==> config.mk <==
export PLATFORM = sky130hd
export DESIGN_NAME = inst_queue_flat
export DESIGN_NICKNAME = d
export VERILOG_FILES = /design/src/rtl/inst_queue_if.sv /design/src/rtl/inst_queue.sv /design/src/flat_wrapper.sv
export SDC_FILE = /design/constraint.sdc
export NUM_CORES = 1
export LEC_CHECK = 0
export BUFFER_PORTS_ARGS = -buffer_cell sky130_fd_sc_hd__clkbuf_2
export CORE_UTILIZATION = 50
export DETAILED_ROUTE_END_ITERATION = 6
export GPL_TIMING_DRIVEN = 0
export PLACE_DENSITY = 0.78
export SYNTH_ARGS = -nofsm -noshare
export SYNTH_HDL_FRONTEND = slang
export SYNTH_SLANG_ARGS = --single-unit
==> constraint.sdc <==
create_clock -name clk -period 2.8 [get_ports clk]
set_input_delay 0.28 -clock clk [delete_from_list [all_inputs] [get_ports clk]]
set_output_delay 0.28 -clock clk [all_outputs]
set_load 0.01 [all_outputs]
==> src/rtl/inst_queue_if.sv <==
// Fetch/issue bundle for inst_queue: the master drives push/pop/select,
// the slave (the queue) returns the selected instruction, status and decoded fields.
interface inst_queue_if #(
  parameter int unsigned DEPTH = 4
) ();
  localparam int unsigned CntW = $clog2(DEPTH) + 1;

  logic            push;
  logic [31:0]     push_inst;
  logic            pop;
  logic            sel_inst;
  logic            issue_valid;
  logic [31:0]     issue_inst;
  logic            full;
  logic            empty;
  logic [CntW-1:0] count;
  logic [5:0]      opcode_head;
  logic [4:0]      rs_next_q;
  logic [4:0]      rt_next_q;
  logic [4:0]      rd1_q;
  logic [4:0]      rd2_q;
  logic [2:0]      read;
  logic            overflow_err;

  modport master (
    output push, push_inst, pop, sel_inst,
    input  issue_valid, issue_inst, full, empty, count, opcode_head,
           rs_next_q, rt_next_q, rd1_q, rd2_q, read, overflow_err
  );

  modport slave (
    input  push, push_inst, pop, sel_inst,
    output issue_valid, issue_inst, full, empty, count, opcode_head,
           rs_next_q, rt_next_q, rd1_q, rd2_q, read, overflow_err
  );
endinterface

==> src/rtl/inst_queue.sv <==
// Shift-organised instruction queue: entry0 is oldest, the scheduler may issue entry1
// ahead of entry0 (swap pop). Field outputs are zero-latency decodes of the head entries.
module inst_queue #(
  parameter int unsigned DEPTH = 4
) (
  input  logic         clk,
  input  logic         reset,
  inst_queue_if.slave  q
);
  localparam int unsigned CntW = $clog2(DEPTH) + 1;
  localparam logic [CntW-1:0] DepthC = CntW'(DEPTH);
  localparam logic [CntW-1:0] TwoC   = CntW'(2);

  logic [31:0]     entries_q [DEPTH];
  logic [31:0]     entries_d [DEPTH];
  logic [CntW-1:0] count_q, count_d;
  logic [2:0]      read_q, read_d;
  logic            overflow_q, overflow_d;

  logic            pop_ok, swap, push_ok;
  logic [CntW-1:0] wr_idx;
  logic [CntW-1:0] cnt_vis;
  logic            has0, has1;

  // R-type (opcode 0) writes rd, everything else writes rt.
  function automatic logic [4:0] dest_of(input logic [31:0] inst);
    return (inst[31:26] == 6'b000000) ? inst[15:11] : inst[20:16];
  endfunction

  always_comb begin
    pop_ok  = q.pop && (count_q != '0);
    swap    = pop_ok && q.sel_inst && (count_q >= TwoC);
    push_ok = q.push && ((count_q < DepthC) || pop_ok);
    wr_idx  = count_q - CntW'(pop_ok);

    entries_d = entries_q;
    if (pop_ok) begin
      // A swap pop keeps entry0 and closes the gap left by entry1.
      for (int i = 0; i < int'(DEPTH) - 1; i++) begin
        if (!swap || i >= 1) entries_d[i] = entries_q[i+1];
      end
      entries_d[DEPTH-1] = '0;
    end
    if (push_ok) begin
      for (int i = 0; i < int'(DEPTH); i++) begin
        if (CntW'(i) == wr_idx) entries_d[i] = q.push_inst;
      end
    end

    count_d    = count_q + CntW'(push_ok) - CntW'(pop_ok);
    read_d     = read_q + 3'(pop_ok);
    overflow_d = overflow_q | (q.push & ~push_ok);

    if (reset) begin
      entries_d  = '{default: '0};
      count_d    = '0;
      read_d     = '0;
      overflow_d = 1'b0;
    end
  end

  always_ff @(posedge clk) begin
    entries_q  <= entries_d;
    count_q    <= count_d;
    read_q     <= read_d;
    overflow_q <= overflow_d;
  end

  always_comb begin
    // Status and fields read as empty while reset is held.
    cnt_vis = reset ? '0 : count_q;
    has0    = (cnt_vis != '0);
    has1    = (cnt_vis >= TwoC);

    q.count        = cnt_vis;
    q.empty        = !has0;
    q.full         = (cnt_vis == DepthC);
    q.issue_valid  = has0;
    q.read         = read_q;
    q.overflow_err = overflow_q;

    q.issue_inst   = '0;
    if (has0) q.issue_inst = (q.sel_inst && has1) ? entries_q[1] : entries_q[0];

    q.opcode_head = has0 ? entries_q[0][31:26] : '0;
    q.rd1_q       = has0 ? dest_of(entries_q[0]) : '0;
    q.rs_next_q   = has1 ? entries_q[1][25:21] : '0;
    q.rt_next_q   = has1 ? entries_q[1][20:16] : '0;
    q.rd2_q       = has1 ? dest_of(entries_q[1]) : '0;
  end
endmodule

==> src/flat_wrapper.sv <==
// flat-port wrapper written by rule: the top's interface ports become plain ports
module inst_queue_flat 
#(
  parameter int unsigned DEPTH = 4
)
  (clk, reset, q_push, q_push_inst, q_pop, q_sel_inst, q_issue_valid, q_issue_inst, q_full, q_empty, q_count, q_opcode_head, q_rs_next_q, q_rt_next_q, q_rd1_q, q_rd2_q, q_read, q_overflow_err);
  inst_queue_if #(.DEPTH(DEPTH)) q_i ();
  input  logic clk;
  input  logic reset;
  input wire logic [$bits(q_i.push)-1:0] q_push;
  input wire logic [$bits(q_i.push_inst)-1:0] q_push_inst;
  input wire logic [$bits(q_i.pop)-1:0] q_pop;
  input wire logic [$bits(q_i.sel_inst)-1:0] q_sel_inst;
  output wire logic [$bits(q_i.issue_valid)-1:0] q_issue_valid;
  output wire logic [$bits(q_i.issue_inst)-1:0] q_issue_inst;
  output wire logic [$bits(q_i.full)-1:0] q_full;
  output wire logic [$bits(q_i.empty)-1:0] q_empty;
  output wire logic [$bits(q_i.count)-1:0] q_count;
  output wire logic [$bits(q_i.opcode_head)-1:0] q_opcode_head;
  output wire logic [$bits(q_i.rs_next_q)-1:0] q_rs_next_q;
  output wire logic [$bits(q_i.rt_next_q)-1:0] q_rt_next_q;
  output wire logic [$bits(q_i.rd1_q)-1:0] q_rd1_q;
  output wire logic [$bits(q_i.rd2_q)-1:0] q_rd2_q;
  output wire logic [$bits(q_i.read)-1:0] q_read;
  output wire logic [$bits(q_i.overflow_err)-1:0] q_overflow_err;
  assign q_i.push = q_push;
  assign q_i.push_inst = q_push_inst;
  assign q_i.pop = q_pop;
  assign q_i.sel_inst = q_sel_inst;
  assign q_issue_valid = q_i.issue_valid;
  assign q_issue_inst = q_i.issue_inst;
  assign q_full = q_i.full;
  assign q_empty = q_i.empty;
  assign q_count = q_i.count;
  assign q_opcode_head = q_i.opcode_head;
  assign q_rs_next_q = q_i.rs_next_q;
  assign q_rt_next_q = q_i.rt_next_q;
  assign q_rd1_q = q_i.rd1_q;
  assign q_rd2_q = q_i.rd2_q;
  assign q_read = q_i.read;
  assign q_overflow_err = q_i.overflow_err;
  inst_queue #(.DEPTH(DEPTH)) u_core (.clk(clk), .reset(reset), .q(q_i));
endmodule
# Yosys cells after proc, flatten, opt, wreduce, memory -nomap -nowiden
# Index checks and enable logic that the tools add are counted.
[word_totals]
reg_bits = 135
output_inout_bits = 68
inputBits = 37
word_cells = 50
[classes]
addsub = 4
n_lt_le_gt_ge = 3
reduce_logical = 12
eq_ne = 4
muxes = 17
bitwise = 3
[op_table]
columns = ["op", "n"]
rows = [
  ["$mux 128", 2],
  ["$mux 32", 7],
  ["$mux 5", 6],
  ["$logic_not 6->1", 2],
  ["$add 3x1->3", 2],
  ["$eq 2x3->1 const A", 2],
  ["$ge 3x2->1 const B", 2],
  ["$mux 6", 1],
  ["$reduce_bool 3->1", 2],
  ["$sub 3x1->3", 2],
  ["$logic_and 1x1->1", 5],
  ["$eq 1x3->1 const A", 1],
  ["$eq 3x3->1 const B", 1],
  ["$logic_not 3->1", 1],
  ["$lt 3x3->1 const B", 1],
  ["$mux 3", 1],
  ["$and 1x1->1", 1],
  ["$logic_not 1->1", 1],
  ["$logic_or 1x1->1", 1],
  ["$not 1->1", 1],
  ["$or 1x1->1", 1],
]

# Longest topological paths before layout
[logic_depth]
word_depth = 8
ltp_mapped = 13

# Worst setup path before layout
# OpenSTA, ideal clock, no wires.
[synth_path]
kind = "register to register"
from = "register u_core.count_q[1]"
to = "register u_core.entries_q[34] (netlist name)"
required_ps = 2658
setup_slack_ps = -24
setup_ps = 142
arrival_ps = 2682
period_less_slack_ps = 2824
stages_incl_launch_ff = 13
cell_sequence = "dfxtp_1 -> nor3_1 -> nand2b_4 -> buf_4 -> clkinv_2 -> buf_2 -> ha_1 -> ha_1 -> and3_1 -> buf_4 -> o2111ai_4 -> clkbuf_1 -> a311oi_1"
[synth_between]
elab_chain_len = 6
word_cells_on_any_way = 10
classes_between = "add/sub (1); order compare (1); eq/ne (1); mux (3); reduce/logical (4)"
[synth_rtl]
columns = ["element", "line_no", "text"]
rows = [
  ["start: declaration", "inst_queue.sv:16", "logic [CntW-1:0] count_q, count_d;"],
  ["start signal: assignment", "inst_queue.sv:64", "count_q <= count_d;"],
  ["$reduce_bool 3->1", "inst_queue.sv:31", "pop_ok = q.pop && (count_q != '0);"],
  ["$logic_and 1x1->1", "inst_queue.sv:31", ""],
  ["$sub 3x1->3", "inst_queue.sv:34", "wr_idx = count_q - CntW'(pop_ok);"],
  ["$eq 2x3->1", "inst_queue.sv:46", "if (CntW'(i) == wr_idx) entries_d[i] = q.push_inst;"],
  ["$mux 32", "inst_queue.sv:46", ""],
  ["$mux 128 *", "inst_queue.sv:44", "if (push_ok) begin"],
  ["end signal: assignment", "inst_queue.sv:63", "entries_q <= entries_d;"],
  ["end: declaration", "inst_queue.sv:14", "logic [31:0] entries_q [DEPTH];"],
]
# Mark *: on every way between the ends. The rest lies on a longest branch, timed or not.
# A chain may end at the register's enable or synchronous reset.

# Worst setup path after layout
[layout_path]
from = "register u_core.count_q[2]"
to = "output port q_issue_inst[17]"
[layout_between]
elab_chain_len = 5
word_cells_on_any_way = 6
classes_between = "order compare (1); mux (3); reduce/logical (2)"
[layout_rtl]
columns = ["element", "line_no", "text"]
rows = [
  ["$mux 3 *", "inst_queue.sv:71", "cnt_vis = reset ? '0 : count_q;"],
  ["$ge 3x2->1", "inst_queue.sv:73", "has1 = (cnt_vis >= TwoC);"],
  ["$logic_and 1x1->1", "inst_queue.sv:83", "if (has0) q.issue_inst = (q.sel_inst && has1) ? entries_q[1] : entries_q[0];"],
  ["$mux 32", "inst_queue.sv:83", ""],
  ["$mux 32 *", "inst_queue.sv:83", ""],
  ["end: declaration", "flat_wrapper.sv:15", "output wire logic [$bits(q_i.issue_inst)-1:0] q_issue_inst;"],
]
# Marked as above.

==> out/summary.md <==
The run finished, with violations left. The final reports fail on DRC. Pin placement for this block handled 105 I/O pins.

Capture point of the worst path: q_issue_inst[17]. The first global-routing pass estimated 34600 µm of wire. After clock tree synthesis, the clock-pin slew on the worst setup and hold paths is 50 ps.

Wires add up to 21600 µm. Entering global routing, the biggest net connects 17 pins. After the first detailed-routing iteration, the DRC count stood at 739. The tools report the global-route congestion overflow total as 0.

Detailed placement ended at an HPWL of 14800 µm. In the synthesized netlist the dominant register cell turns out to be dfxtp_1. Counting the buffers created by CTS gives 17. Traced cell by cell, the critical path runs through nor3_4 > buf_4 > nor2_2 > inv_1 > clkbuf_1 > buf_2 > a21oi_1 > clkbuf_2.

The arithmetic-cell share of the synthesized area counting full adders, half adders and majority gates is 0.0198, and the setup-violating endpoint count in the final report is 0. Of all nets on the critical path, the largest fanout is 10. The number of register bits inferred by synthesis works out to 135. The run gives 0.403 as the sequential element share of the synthesized area. In this run the standard cell core region covers 0.0128 mm². In the layout the commonest cells are nand2_1 (227), dfxtp_1 (132), nor2_1 (115). The routability-driven placement congestion ratio came out at 0.945.

The largest individual stage delay along the critical path comes from the cell clkbuf_1. The final routed DRC violation total was 1. The overall via count from detail_route is 7175. The post-synthesis xor/xnor area fraction was 0.00261; the number of placed instances, taps included was 1165. For the filler-free cell count of the finished design, the log shows 1208. Each instance of the synthesized netlist takes up on average 7.52 µm². The fraction of the mapped netlist area in compound gates was 0.219.

Summing every instance area after synthesis gives 0.00670 mm². Relative to the synthesized area, the layout overhead comes to 22.9%. The run gives 3.03 nW as the static leakage. The clock tree root buffer cell was clkbuf_16.

The slew at the pin closest to its max-slew limit is 717 ps, and the total negative slack for setup checks is 0 ps. The length of the first detailed-routing pass in iterations was 7; the count of hold buffers inserted by post-cts repair was 0. Insertion delay to the later sink of the worst-skew pair: 430 ps. The share of final-layout standard cells stronger than drive strength 1 is 0.205, and the effective utilization at floorplan is 0.523. Depth of the worst register-to-register path: 12.

The worst register-to-register path ends at u_core.entries_q[52]. The number of enable-type register cells in the synthesized netlist is 0, and the achievable frequency is 365 MHz. Category of the critical setup timing path: register to primary output. Yosys printed 0 warnings.

For the share of the core filled with cells in the final layout, the log shows 0.642. The logs give 190 ps for the register-to-register setup slack and 41 for the number of rows in the core area. The initial antenna violation count is 0, and the die span in y is 118 µm.

The mux contribution to synthesized area came out at 0.0149. CTS built an H-tree with a depth of 4. The run gives 2 as the maximum count of clock buffers along a single path.

The min-delay analysis places its worst path in the category primary input to register. Fraction of the mapped netlist area in simple logic gates: 0.268. For the final number of hold-violating endpoints, the log shows 0.

STA classifies the critical path endpoint as a primary output. In the final routed layout, each cell accounts on average for 17.9 µm. The run gives 1070 as the layout net count.

In this run the tool buffered the top-level ports with 102 buffer cells. For the cell count after synthesis, the log shows 891. The count of max-cap constraint violations is 0. Ranked by total cell area, the synthesized netlist is headed by dfxtp_1 (40%), nand2_1 (13%), a311oi_1 (13%).

Setup repair after global routing left no endpoint under its margin. The remaining antenna violation count was 0; the worst endpoint data arrival time was 2460 ps. By area, the combinational part of the netlist is dominated by simple AND/OR/NAND/NOR gates. Worst-case headroom to the max-slew limit: 0.521. Leaving out fill and tap cells, the most frequent cell in the layout is nand2_1.

The placed instances occupy a cell area of 0.00743 mm². The logs give 34 for the number of distinct standard cells referenced by the synthesized netlist and 0 for the count of final max-slew check failures. The total power per unit cell area works out to 1020 mW/mm².

Number of nets produced by synthesis: 938. In the routed layout, each cell is associated on average with a via count of 5.94. The repair_antennas step left the layout with diodes totalling 0. The run gives 0.313 as the aggregate global-route resource usage.

Launching element type of the critical path: a register. The start of the worst register-to-register path is u_core.count_q[2]. Data on the critical path is required at its endpoint by 2520 ps. Async set or reset register ratio after synthesis: 0.

Measured along the x axis, the die boundary spans 118 µm. IR analysis of the VDD net gives a maximum drop of 0.650 mV. The top cell type by total area after synthesis is dfxtp_1. The run gives 0.00824 mm² as the cell area after layout. The tools report the timing startpoint of the critical path as u_core.count_q[2]. The fraction of the cycle the final worst path needs was 0.978. TritonCTS built the clock tree. Share of the synthesized area in the top cell type: 0.403.

The highest cell delay on the worst timing path works out to 520 ps. The clock period minus final worst setup slack is 2740 ps, and the total number of clock tree sinks is 135. For the number of fill cells, the log shows 1135.

The number of global-route vias before repair was 6722. The design draws 0.00838 W. For the final database, setup skew stands at 7.16 ps.

The floorplan step defined a die boundary enclosing 0.0139 mm².
## flip-flops by register name, indices dropped and copies added, names as in the netlist
name	flops
u_core.entries_q	128
u_core.q.overflow_err	1
u_core.q.read	3
u_core.count_q	3
## critical path, delay by kind of cell (launching register included)
kind / cells / cell delay, ps
DFF: 1 / 370
and+or+nand+nor: 2 / 260
buffers and inverters: 5 / 1280
AOI/OAI and AO/OA: 1 / 110
## worst min-delay path by stage
stage | from | cells past startpoint | slack, ps | to
2_1_floorplan | q_push_inst[0] | 2 | 420 | u_core.entries_q[0]
3_3_place_gp | u_core.entries_q[29] | 2 | 450 | u_core.entries_q[29]
3_5_place_dp | u_core.entries_q[30] | 2 | 460 | u_core.entries_q[30]
4_1_cts | q_push_inst[7] | 3 | 120 | u_core.entries_q[7]
5_1_grt | q_push_inst[12] | 3 | 140 | u_core.entries_q[12]
6_report | q_push_inst[11] | 3 | 120 | u_core.entries_q[11]
## stage by stage
stage	setup WS, ps	hold WS, ps
after floorplan	-23.6	416
after global placement	-635	454
after detailed placement	-700	458
after CTS	16.0	119
after global routing	1.33	135
final	61.4	121
## synth_stat cells (2+ instances only)
master	count
nand2_1	227
dfxtp_1	135
nor2_1	117
a311oi_1	96
a21oi_1	64
nand3_1	64
clkbuf_1	40
o21ai_0	32
buf_2	28
and2_1	17
buf_6	10
inv_1	10
mux2i_1	10
ha_1	9
buf_4	6
nor2b_1	4
nor4_1	3
o2111ai_4	2
xnor2_1	2
## per-layer routing
| metal | wire length [µm] | vias to the layer above | GRT usage |
|---|---|---|---|
| li1 | - | 3378 | - |
| met1 | 9270 | 3328 | 0.417 |
| met2 | 9830 | 411 | 0.494 |
| met3 | 1890 | 58 | 0.0659 |
| met4 | 624 | 0 | 0.124 |
| met5 | 0 | - | 0 |
## final cells by class
| type | instances | area [µm²] | share of cell area |
|---|---|---|---|
| multi-input combinational | 661 | 3560 | 0.433 |
| buffer | 82 | 469 | 0.0570 |
| tap | 172 | 215 | 0.0261 |
| clock inverter | 12 | 103 | 0.0125 |
| sequential | 135 | 2710 | 0.329 |
| clock buffer | 20 | 467 | 0.0567 |
| inverter | 11 | 48.8 | 0.00592 |
| timing repair buffer | 115 | 661 | 0.0802 |
## repair_timing
item / in CTS / in global routing
gates cloned: 1 / 1
setup endpoints to repair: 150 / 145
buffers inserted: 10 / 1
pin swaps: 5 / 17
resized for setup: 23 / 12
## power by group
| part | internal [W] | total (W) | leakage (nW) | switching [W] |
|---|---|---|---|---|
| combinational | 0.00124 | 0.00343 | 1.66 | 0.00219 |
| clock | 0.00128 | 0.00215 | 0.274 | 0.000864 |
| sequential | 0.00241 | 0.00281 | 1.10 | 0.000393 |
## kinds of logic (layout without fill, tap and decap cells)
family          count (synthesis)  in the layout
fa+ha+maj                      10             10
mux                            10             10
simple gates                  436            436
flops                         135            135
xor+xnor                        2              2
compound gates                203            203
buf+inv                        95            240
(Power assumes the default switching activity.)
